==> config.mk <==
export PLATFORM = sky130hd
export DESIGN_NAME = mem_lsu_flat
export DESIGN_NICKNAME = d
export VERILOG_FILES = /design/src/rtl/mem_lsu_if.sv /design/src/rtl/mem_lsu.sv /design/src/flat_wrapper.sv
export SDC_FILE = /design/constraint.sdc
export NUM_CORES = 1
export LEC_CHECK = 0
export BUFFER_PORTS_ARGS = -buffer_cell sky130_fd_sc_hd__buf_2
export CORE_MARGIN = 5
export CORE_UTILIZATION = 59
export DETAILED_ROUTE_END_ITERATION = 8
export PLACE_DENSITY = 0.95
export SLEW_MARGIN = 20
export SYNTH_ARGS = -nofsm -noshare
export SYNTH_HDL_FRONTEND = slang
export SYNTH_SLANG_ARGS = --single-unit
==> constraint.sdc <==
create_clock -name clk -period 8.05 [get_ports clk]
set_input_delay 2.0125 -clock clk [delete_from_list [all_inputs] [get_ports clk]]
set_output_delay 2.0125 -clock clk [all_outputs]
set_load 0.05 [all_outputs]
==> src/rtl/mem_lsu_if.sv <==
// Byte-serial req/ack memory port between the MEM-stage LSU (master) and memory (slave).
interface mem_lsu_if;
  logic        req;
  logic        we;
  logic [31:0] addr;
  logic [7:0]  wdata;
  logic [7:0]  rdata;
  logic        ack;

  modport master (output req, output we, output addr, output wdata, input rdata, input ack);
  modport slave  (input req, input we, input addr, input wdata, output rdata, output ack);
endinterface

==> src/rtl/mem_lsu.sv <==
// MEM-stage load/store unit: byte-serial little-endian accesses plus the MEM/WB register.
// Define LSU_MISALIGN_TRAP_EN to trap misaligned halfword/word accesses instead of running them.
module mem_lsu #(
  parameter int              OP_W       = 8,
  parameter int              REG_ADDR_W = 5,
  parameter logic [OP_W-1:0] ME_NOP_OP  = OP_W'(8'h00),
  parameter logic [OP_W-1:0] EX_LB_OP   = OP_W'(8'h10),
  parameter logic [OP_W-1:0] EX_LH_OP   = OP_W'(8'h11),
  parameter logic [OP_W-1:0] EX_LW_OP   = OP_W'(8'h12),
  parameter logic [OP_W-1:0] EX_LBU_OP  = OP_W'(8'h13),
  parameter logic [OP_W-1:0] EX_LHU_OP  = OP_W'(8'h14),
  parameter logic [OP_W-1:0] EX_SB_OP   = OP_W'(8'h18),
  parameter logic [OP_W-1:0] EX_SH_OP   = OP_W'(8'h19),
  parameter logic [OP_W-1:0] EX_SW_OP   = OP_W'(8'h1A)
) (
  input  logic                  clk,
  input  logic                  rst,
  input  logic [OP_W-1:0]       aluop_i,
  input  logic [31:0]           mem_addr_i,
  input  logic [31:0]           w_data_i,
  input  logic                  w_enable_i,
  input  logic [REG_ADDR_W-1:0] w_addr_i,
  output logic                  stall_req_o,
  mem_lsu_if.master             mem,
  output logic                  w_enable_o,
  output logic [REG_ADDR_W-1:0] w_addr_o,
  output logic [31:0]           w_data_o,
  output logic                  misalign_o
);

  typedef enum logic [1:0] {IDLE, ACCESS, DONE} state_t;
  state_t state, nxt;

  function automatic logic [2:0] beat_count(input logic [OP_W-1:0] op);
    case (op)
      EX_LB_OP, EX_LBU_OP, EX_SB_OP: beat_count = 3'd1;
      EX_LH_OP, EX_LHU_OP, EX_SH_OP: beat_count = 3'd2;
      EX_LW_OP, EX_SW_OP:            beat_count = 3'd4;
      default:                       beat_count = 3'd0;
    endcase
  endfunction

  function automatic logic is_store(input logic [OP_W-1:0] op);
    is_store = (op == EX_SB_OP) || (op == EX_SH_OP) || (op == EX_SW_OP);
  endfunction

  function automatic logic [31:0] load_extend(input logic [OP_W-1:0] op, input logic [31:0] b);
    case (op)
      EX_LB_OP:  load_extend = {{24{b[7]}}, b[7:0]};
      EX_LBU_OP: load_extend = {24'h0, b[7:0]};
      EX_LH_OP:  load_extend = {{16{b[15]}}, b[15:0]};
      EX_LHU_OP: load_extend = {16'h0, b[15:0]};
      default:   load_extend = b;
    endcase
  endfunction

  logic                  mem_op_in;
  logic                  trap_in;
  logic                  last_beat;
  logic [OP_W-1:0]       op_p0;
  logic [31:0]           addr_p0;
  logic [31:0]           sdata_p0;
  logic [31:0]           buf_p0;
  logic [REG_ADDR_W-1:0] dest_p0;
  logic                  wen_p0;
  logic [1:0]            beat_p0;

  assign mem_op_in = (beat_count(aluop_i) != 3'd0);
  assign last_beat = ({1'b0, beat_p0} == (beat_count(op_p0) - 3'd1));

`ifdef LSU_MISALIGN_TRAP_EN
  function automatic logic is_misaligned(input logic [OP_W-1:0] op, input logic [1:0] a);
    case (beat_count(op))
      3'd2:    is_misaligned = a[0];
      3'd4:    is_misaligned = (a != 2'b00);
      default: is_misaligned = 1'b0;
    endcase
  endfunction
  assign trap_in = is_misaligned(aluop_i, mem_addr_i[1:0]);
`else
  assign trap_in = 1'b0;
`endif

  // Beat address wraps naturally at 2^32; outputs idle at zero outside ACCESS.
  assign mem.addr  = (state == ACCESS) ? (addr_p0 + {30'h0, beat_p0}) : 32'h0;
  assign mem.we    = (state == ACCESS) && is_store(op_p0);
  assign mem.wdata = (state == ACCESS) ? sdata_p0[{beat_p0, 3'b000} +: 8] : 8'h00;

  always_ff @(posedge clk) begin
    if (rst) state <= IDLE;
    else     state <= nxt;
  end

  always_comb begin
    nxt         = state;
    stall_req_o = 1'b0;
    mem.req     = 1'b0;
    case (state)
      IDLE: begin
        if (mem_op_in) begin
          stall_req_o = 1'b1;
          nxt         = trap_in ? DONE : ACCESS;
        end
      end
      ACCESS: begin
        mem.req     = 1'b1;
        stall_req_o = 1'b1;
        if (mem.ack && last_beat) nxt = DONE;
      end
      DONE:    nxt = IDLE;
      default: nxt = IDLE;
    endcase
  end

  // p0: transaction latch and load assembly; MEM/WB register follows
  always_ff @(posedge clk) begin
    if (rst) begin
      op_p0      <= ME_NOP_OP;
      addr_p0    <= 32'h0;
      sdata_p0   <= 32'h0;
      buf_p0     <= 32'h0;
      dest_p0    <= '0;
      wen_p0     <= 1'b0;
      beat_p0    <= 2'd0;
      w_enable_o <= 1'b0;
      w_addr_o   <= '0;
      w_data_o   <= 32'h0;
      misalign_o <= 1'b0;
    end else begin
      misalign_o <= 1'b0;
      case (state)
        IDLE: begin
          if (mem_op_in) begin
            op_p0      <= aluop_i;
            addr_p0    <= mem_addr_i;
            sdata_p0   <= w_data_i;
            dest_p0    <= w_addr_i;
            wen_p0     <= w_enable_i;
            beat_p0    <= 2'd0;
            buf_p0     <= 32'h0;
            w_enable_o <= 1'b0;
            misalign_o <= trap_in;
          end else begin
            w_enable_o <= w_enable_i && (w_addr_i != '0);
            w_addr_o   <= w_addr_i;
            w_data_o   <= w_data_i;
          end
        end
        ACCESS: begin
          w_enable_o <= 1'b0;
          if (mem.ack) begin
            buf_p0[{beat_p0, 3'b000} +: 8] <= mem.rdata;
            beat_p0                         <= beat_p0 + 2'd1;
          end
        end
        DONE: begin
          w_addr_o <= dest_p0;
          // misalign_o is high only in a trapped DONE cycle: suppress the load write-back
          if (!is_store(op_p0) && !misalign_o) begin
            w_data_o   <= load_extend(op_p0, buf_p0);
            w_enable_o <= wen_p0 && (dest_p0 != '0);
          end else begin
            w_enable_o <= 1'b0;
          end
        end
        default: w_enable_o <= 1'b0;
      endcase
    end
  end

endmodule

==> src/flat_wrapper.sv <==
// flat-port wrapper written by rule: the top's interface ports become plain ports
module mem_lsu_flat 
#(
  parameter int              OP_W       = 8,
  parameter int              REG_ADDR_W = 5,
  parameter logic [OP_W-1:0] ME_NOP_OP  = OP_W'(8'h00),
  parameter logic [OP_W-1:0] EX_LB_OP   = OP_W'(8'h10),
  parameter logic [OP_W-1:0] EX_LH_OP   = OP_W'(8'h11),
  parameter logic [OP_W-1:0] EX_LW_OP   = OP_W'(8'h12),
  parameter logic [OP_W-1:0] EX_LBU_OP  = OP_W'(8'h13),
  parameter logic [OP_W-1:0] EX_LHU_OP  = OP_W'(8'h14),
  parameter logic [OP_W-1:0] EX_SB_OP   = OP_W'(8'h18),
  parameter logic [OP_W-1:0] EX_SH_OP   = OP_W'(8'h19),
  parameter logic [OP_W-1:0] EX_SW_OP   = OP_W'(8'h1A)
)
  (clk, rst, aluop_i, mem_addr_i, w_data_i, w_enable_i, w_addr_i, stall_req_o, w_enable_o, w_addr_o, w_data_o, misalign_o, mem_req, mem_we, mem_addr, mem_wdata, mem_rdata, mem_ack);
  mem_lsu_if mem_i ();
  input  logic clk;
  input  logic rst;
  input  logic [OP_W-1:0] aluop_i;
  input  logic [31:0] mem_addr_i;
  input  logic [31:0] w_data_i;
  input  logic w_enable_i;
  input  logic [REG_ADDR_W-1:0] w_addr_i;
  output logic stall_req_o;
  output logic w_enable_o;
  output logic [REG_ADDR_W-1:0] w_addr_o;
  output logic [31:0] w_data_o;
  output logic misalign_o;
  output wire logic [$bits(mem_i.req)-1:0] mem_req;
  output wire logic [$bits(mem_i.we)-1:0] mem_we;
  output wire logic [$bits(mem_i.addr)-1:0] mem_addr;
  output wire logic [$bits(mem_i.wdata)-1:0] mem_wdata;
  input wire logic [$bits(mem_i.rdata)-1:0] mem_rdata;
  input wire logic [$bits(mem_i.ack)-1:0] mem_ack;
  assign mem_req = mem_i.req;
  assign mem_we = mem_i.we;
  assign mem_addr = mem_i.addr;
  assign mem_wdata = mem_i.wdata;
  assign mem_i.rdata = mem_rdata;
  assign mem_i.ack = mem_ack;
  mem_lsu #(.OP_W(OP_W), .REG_ADDR_W(REG_ADDR_W), .ME_NOP_OP(ME_NOP_OP), .EX_LB_OP(EX_LB_OP), .EX_LH_OP(EX_LH_OP), .EX_LW_OP(EX_LW_OP), .EX_LBU_OP(EX_LBU_OP), .EX_LHU_OP(EX_LHU_OP), .EX_SB_OP(EX_SB_OP), .EX_SH_OP(EX_SH_OP), .EX_SW_OP(EX_SW_OP)) u_core (.clk(clk), .rst(rst), .aluop_i(aluop_i), .mem_addr_i(mem_addr_i), .w_data_i(w_data_i), .w_enable_i(w_enable_i), .w_addr_i(w_addr_i), .stall_req_o(stall_req_o), .mem(mem_i), .w_enable_o(w_enable_o), .w_addr_o(w_addr_o), .w_data_o(w_data_o), .misalign_o(misalign_o));
endmodule
==> results_dict.tcl, run 1 <==
set metrics [dict create \
    status "finished clean" \
    crit_type "input pin to output port" \
    reg2reg_from "u_core.state[1]" \
    max_cap_viol_count 0 \
    die-area_mm2 0.0151 \
    dpl_cell_area_mm2 0.00838 \
    crit_path_end_kind "output port" \
    vias_per_cell 6.10 \
    grt_pass1_wl_um 34800 \
    nFillCells 893 \
    ys_ff_latch 155 \
    io_buffers 169 \
    crit_family "buffers and inverters" \
    dp_hpwl_um 15000 \
    clkSinkCount 155 \
    worstPathCellList "buf_2 -> inv_1 -> ha_1 -> nor2b_1 -> o32ai_1 -> buf_4 -> nand2_1 -> a21oi_1 -> buf_2" \
    crit_path_start_kind "input pin" \
    nets 1176 \
    cp_slowest_cell "buf_2" \
    first_iter_violations 983 \
    hold_path_depth 2 \
    totalPowerFinal_mw 1.81 \
    synth_flop_cell "dfxtp_1" \
    grt_max_degree 76 \
    htreeDepth 4 \
    rsz0062_at_grt "no" \
    cts-root-buf "clkbuf_16" \
    die_width_um 123 \
    synth_nets 1048 \
    worst-path-max-fanout 12 \
    drive_gt1_frac 0.223 \
    powerDensity_mw_per_mm2 201 \
    drc 0 \
    start_util 0.600 \
    coreArea_mm2 0.0126 \
    timing.fmax_ghz 0.173 \
    slew_headroom 0.376 \
    yosys.cell_types.count 62 \
    startpoint "aluop_i[0]" \
    rows 41 \
    dp_slack_ps 2290 \
    fin_hold_ws_ps 453 \
    area_delta_synth_final_pct 19.4 \
    wirelength_um 22300 \
    worstSkewPairLatency_ps 430 \
    fin_crit_sh 0.719 \
    place.gp.congestion 0.930 \
    multi_input_area_mm2 0.00411 \
    finalNonFillerCells 1259 \
    hp-class "flip-flop to flip-flop" \
    firstDrtPassIters 6 \
    p_leak_nw 3.45 \
    vdd_drop_max_mv 0.163 \
    pin_count 171 \
    path_buf_inv 4 \
    cts.path.max_buffers 2 \
    grtUsageTotal 0.291 \
    setup_viol 0 \
    whs_endpoint "u_core.buf_p0[19]" \
    postCtsHoldBufs 0 \
    cts_setup_buffers 0 \
    worstPathArrival_ps 3780 \
    fin_worst_skew_ps 12.1 \
    worst-r2r-cell-count 4 \
    drv_slew 0 \
    worstMarginPinSlew_ps 934 \
    wire_per_inst_um 17.7 \
    grt_remaining_overflow 0 \
    syn_inst 946 \
    antenna_found_initial 0 \
    fin_area_mm2 0.00900 \
    diodes 0 \
    dp.cells 1227 \
    r2r_slack_ps 4950 \
    ant_nets 0 \
    finalHoldViolations 0 \
    ctsResizeCount 0 \
    hp-start "u_core.buf_p0[19]" \
    routed-via-count 7680 \
    crit_top_cell "buf_2" \
    r2r-end "u_core.w_data_o[14]" \
    avgSynthCellArea_um2 7.96 \
    synth_area_mm2 0.00753 \
    utilization 0.716 \
    synthArstFlopShare 0 \
    regArea_mm2 0.00310 \
    die_h_um 123 \
    worstPathRequired_ps 6040 \
    yosysSeqAreaShare 0.412 \
    crit_path_max_incr_delay_ps 310 \
    numCtsBuffers 17 \
    yosys_warnings 0 \
    synth_edf_count 0 \
    finalSetupTns_ps 0 \
    cts_tree "built" \
    setup_ws_ps 2260 \
    grt_pass1_vias 7009 \
    clk_pin_slew_worst_paths_ps 60 \
    fin_crit_ps 5790 \
]
-- worst min-delay path: cells and delay by family, from the launching register on --
kind | cells | cell delay [ps]
AOI/OAI and AO/OA | 1 | 50
and+or+nand+nor | 1 | 50
DFF | 1 | 310
-- worst max-delay path by stage --
stage                     slack (ps)     endpoint  depth (start not counted)
after global routing            2120  stall_req_o                          9
after CTS                       2280  stall_req_o                          9
after global placement          2290  stall_req_o                          9
final                           2260  stall_req_o                          9
after floorplan                 2030  stall_req_o                          7
after detailed placement        2290  stall_req_o                          9
-- routing by layer --
| metal | vias up | global-route usage | wire (um) |
|---|---|---|---|
| met5 | - | 0 | 0 |
| met4 | 0 | 0.136 | 828 |
| met3 | 93 | 0.0645 | 2250 |
| met2 | 494 | 0.472 | 10500 |
| met1 | 3528 | 0.369 | 8740 |
| li1 | 3565 | - | - |
-- registers in the layout, indices dropped and copies added (netlist names), named ones only --
signal,flops
u_core.wen_p0,1
u_core.beat_p0,2
u_core.op_p0,8
u_core.w_addr_o,5
u_core.buf_p0,32
u_core.sdata_p0,32
u_core.dest_p0,5
u_core.w_enable_o,1
u_core.addr_p0,32
u_core.state,2
u_core.w_data_o,32
-- area by class of cell --
class,instances,area share
clock buffer,20,0.0507
clock inverter,12,0.0181
sequential,155,0.345
tap,172,0.0239
timing repair buffer,176,0.100
inverter,14,0.00584
multi-input combinational,710,0.456
-- report_power, final --
group          switching, mW  internal, mW  leakage, nW
Clock                  0.332         0.508        0.286
Combinational          0.121        0.0495         1.91
Sequential            0.0129         0.786         1.26
Total                  0.465          1.34         3.45
-- Yosys cell counts (4+ instances only) --
cell | count | area (um2)
nand3b_1 | 17 | 128
a21oi_1 | 138 | 691
inv_1 | 14 | 52.6
nor2_1 | 81 | 304
nand3_1 | 45 | 225
dfxtp_1 | 155 | 3100
or3_1 | 5 | 31.3
o41ai_1 | 6 | 52.6
a221oi_1 | 8 | 70.1
xor2_1 | 5 | 43.8
and4_1 | 5 | 43.8
mux2i_1 | 4 | 40.0
o41ai_2 | 10 | 163
nor2b_1 | 5 | 31.3
buf_2 | 11 | 55.1
and2_1 | 10 | 62.6
a311oi_1 | 13 | 114
nor3_1 | 9 | 45.0
or4_1 | 4 | 30.0
xnor2_1 | 23 | 201
nor4_1 | 10 | 62.6
nor3b_1 | 8 | 60.1
a21o_1 | 4 | 30.0
clkbuf_1 | 50 | 188
nand2_1 | 221 | 830
nand4_1 | 7 | 43.8
ha_1 | 12 | 150
o21ai_0 | 6 | 30.0
a211oi_1 | 11 | 82.6
mux4_2 | 8 | 180
-- placed cells by master, fill, tap and decap left out, types with 6 or more instances in the layout --
cell type	instances
inv_1	14
o41ai_1	6
xnor2_1	23
and2_1	10
o21ai_0	6
dfxtp_1	154
nand4_1	7
nand3_1	45
a221oi_1	8
nor2_1	79
nor3_1	9
clkbuf_16	17
o41ai_2	10
a211oi_1	11
a311oi_1	13
ha_1	12
nor4_1	10
a21oi_1	138
buf_2	168
nor3b_1	8
buf_4	8
nand3b_1	17
mux4_2	8
nand2_1	220
-- logic make-up after synthesis --
| group | count (synthesis) | synth area share |
|---|---|---|
| AOI/OAI and AO/OA | 211 | 0.182 |
| xor gates and xnor gates | 28 | 0.0325 |
| adders and majority gates | 13 | 0.0226 |
| buffers and inverters | 81 | 0.0468 |
| DFF | 155 | 0.412 |
| muxes | 12 | 0.0292 |
| other | 1 | 0.000498 |
| and+or+nand+nor | 445 | 0.274 |
Note: power is estimated with default switching activity, not from simulation.
==> run 2: changes to the inputs <==
--- a/config.mk
+++ b/config.mk
@@ -7,9 +7,9 @@
 export LEC_CHECK = 0
 export BUFFER_PORTS_ARGS = -buffer_cell sky130_fd_sc_hd__buf_2
 export CORE_MARGIN = 5
-export CORE_UTILIZATION = 59
+export CORE_UTILIZATION = 54
 export DETAILED_ROUTE_END_ITERATION = 8
-export PLACE_DENSITY = 0.95
+export PLACE_DENSITY = 0.92
 export SLEW_MARGIN = 20
 export SYNTH_ARGS = -nofsm -noshare
 export SYNTH_HDL_FRONTEND = slang
==> constraint.sdc (replaced) <==
create_clock -name clk -period 6 [get_ports clk]
set_input_delay 1.5 -clock clk [delete_from_list [all_inputs] [get_ports clk]]
set_output_delay 1.5 -clock clk [all_outputs]
set_load 0.05 [all_outputs]
==> results_dict.tcl, run 2 (synthesized netlist as in run 1, its figures left out) <==
set metrics [dict create \
    combinationalPowerShare 0.098 \
    cts_setup_buffers 0 \
    htreeDepth 4 \
    crit_family "simple AND/OR/NAND/NOR gates" \
    worstSkewPairLatency_ps 430 \
    grt_max_degree 77 \
    area_delta_synth_final_pct 19.1 \
    ant_nets 0 \
    path_buf_inv 1 \
    worstPathCellList "ha_1 -> a21oi_1 -> or3_1 -> or4b_4 -> or3_1 -> a21oi_1 -> buf_2" \
    setup_viol 0 \
    cts_tree "built" \
    fin_worst_skew_ps 7.81 \
    p_leak_nw 3.45 \
    grt_pass1_wl_um 33500 \
    intPower_mw 1.71 \
    finalNonFillerCells 1268 \
    layout_common_cells "nand2_1 (220), buf_2 (168), dfxtp_1 (155)" \
    wirelength_um 21100 \
    nets 1176 \
    grt_pass1_vias 6781 \
    firstDrtPassIters 5 \
    crit_path_max_incr_delay_ps 850 \
    crit_type "flip-flop to output port" \
    wire_per_inst_um 16.6 \
    ctsResizeCount 0 \
    crit_path_end_kind "output port" \
    slew_headroom 0.294 \
    die-area_mm2 0.0164 \
    status "finished clean" \
    pin_count 171 \
    drive_gt1_frac 0.223 \
    numCtsBuffers 17 \
    r2r_slack_ps 2540 \
    finalHoldViolations 0 \
    hp-class "flip-flop to flip-flop" \
    max_cap_viol_count 0 \
    worstMarginPinSlew_ps 1060 \
    grt_remaining_overflow 0 \
    die_width_um 128 \
    nFillCells 1136 \
    start_util 0.547 \
    rows 43 \
    crit_path_start_kind "flip-flop" \
    cp_slowest_cell "dfxtp_1" \
    drv_slew 0 \
    clkSinkCount 155 \
    dp.cells 1235 \
    finalSetupTns_ps 0 \
    final_common_cell "nand2_1" \
    cts.path.max_buffers 2 \
    place.gp.congestion 0.893 \
    routed-via-count 7418 \
    coreArea_mm2 0.0138 \
    p_sw_mw 0.608 \
    worstPathArrival_ps 3570 \
    timing.fmax_ghz 0.197 \
    drc 0 \
    grtUsageTotal 0.255 \
    die_h_um 128 \
    cts-root-buf "clkbuf_16" \
    vias_per_cell 5.85 \
    rsz0062_at_grt "no" \
    first_iter_violations 733 \
    totalPowerFinal_mw 2.32 \
    vdd_drop_max_mv 0.171 \
    p_sw_frac 0.262 \
    worstPathRequired_ps 4500 \
    powerDensity_mw_per_mm2 259 \
    clk_pin_slew_worst_paths_ps 60 \
    seqPwrFrac 0.461 \
    postCtsHoldBufs 0 \
    dp_hpwl_um 14900 \
    antenna_found_initial 1 \
    fin_crit_ps 5070 \
    utilization 0.652 \
    fin_crit_sh 0.846 \
    io_buffers 169 \
    clockPowerShare 0.441 \
    worst-path-max-fanout 17 \
]
[run 2: through the flow]
step	hold WS, ps	worst slack [ps]	cell area, um2
after floorplan	429	1000	7530
after global placement	437	1310	8390
after detailed placement	443	1240	8400
after CTS	450	911	8970
after global routing	467	645	8970
final	449	926	8970
[run 2: power groups by stage]
stage                     Clock (mW)  Sequential (mW)  Combinational [mW]
after global placement             0             1.09               0.221
after CTS                       1.03             1.07               0.226
after floorplan                    0             1.15              0.0847
final                           1.02             1.07               0.227
after global routing            1.08             1.07               0.242
after detailed placement           0             1.09               0.224
[run 2: final timing paths]
path	from	cells after the start	endpoint
setup reg to reg	u_core.state[1]	4	u_core.w_data_o[15]
hold reg to reg	u_core.sdata_p0[21]	2	u_core.sdata_p0[21]
setup / recovery	u_core.beat_p0[0]	7	mem_addr[31]
hold / removal	u_core.sdata_p0[21]	2	u_core.sdata_p0[21]
[run 2: final cells by class]
| class | instances | area, um2 | share of cell area |
|---|---|---|---|
| timing repair buffer | 176 | 913 | 0.102 |
| clock inverter | 13 | 118 | 0.0131 |
| multi-input combinational | 710 | 4110 | 0.458 |
| sequential | 155 | 3100 | 0.346 |
| inverter | 14 | 52.6 | 0.00586 |
| antenna | 1 | 2.50 | 0.000279 |
| tap | 180 | 225 | 0.0251 |
| clock buffer | 19 | 453 | 0.0505 |
[run 2: worst reg2reg max path, delay by kind of cell, from the launching register on]
family | cells | cell delay (ps)
AO/OA/AOI/OAI | 3 | 1500
flip-flops | 1 | 1020
AND/OR/NAND/NOR | 1 | 860
[run 2: layer usage]
layer | routed length [um] | vias to the layer above | track usage
met3 | 1700 | 61 | 0.0442
li1 | - | 3568 | -
met5 | 0 | - | 0
met2 | 9900 | 355 | 0.414
met1 | 8740 | 3434 | 0.330
met4 | 716 | 0 | 0.117
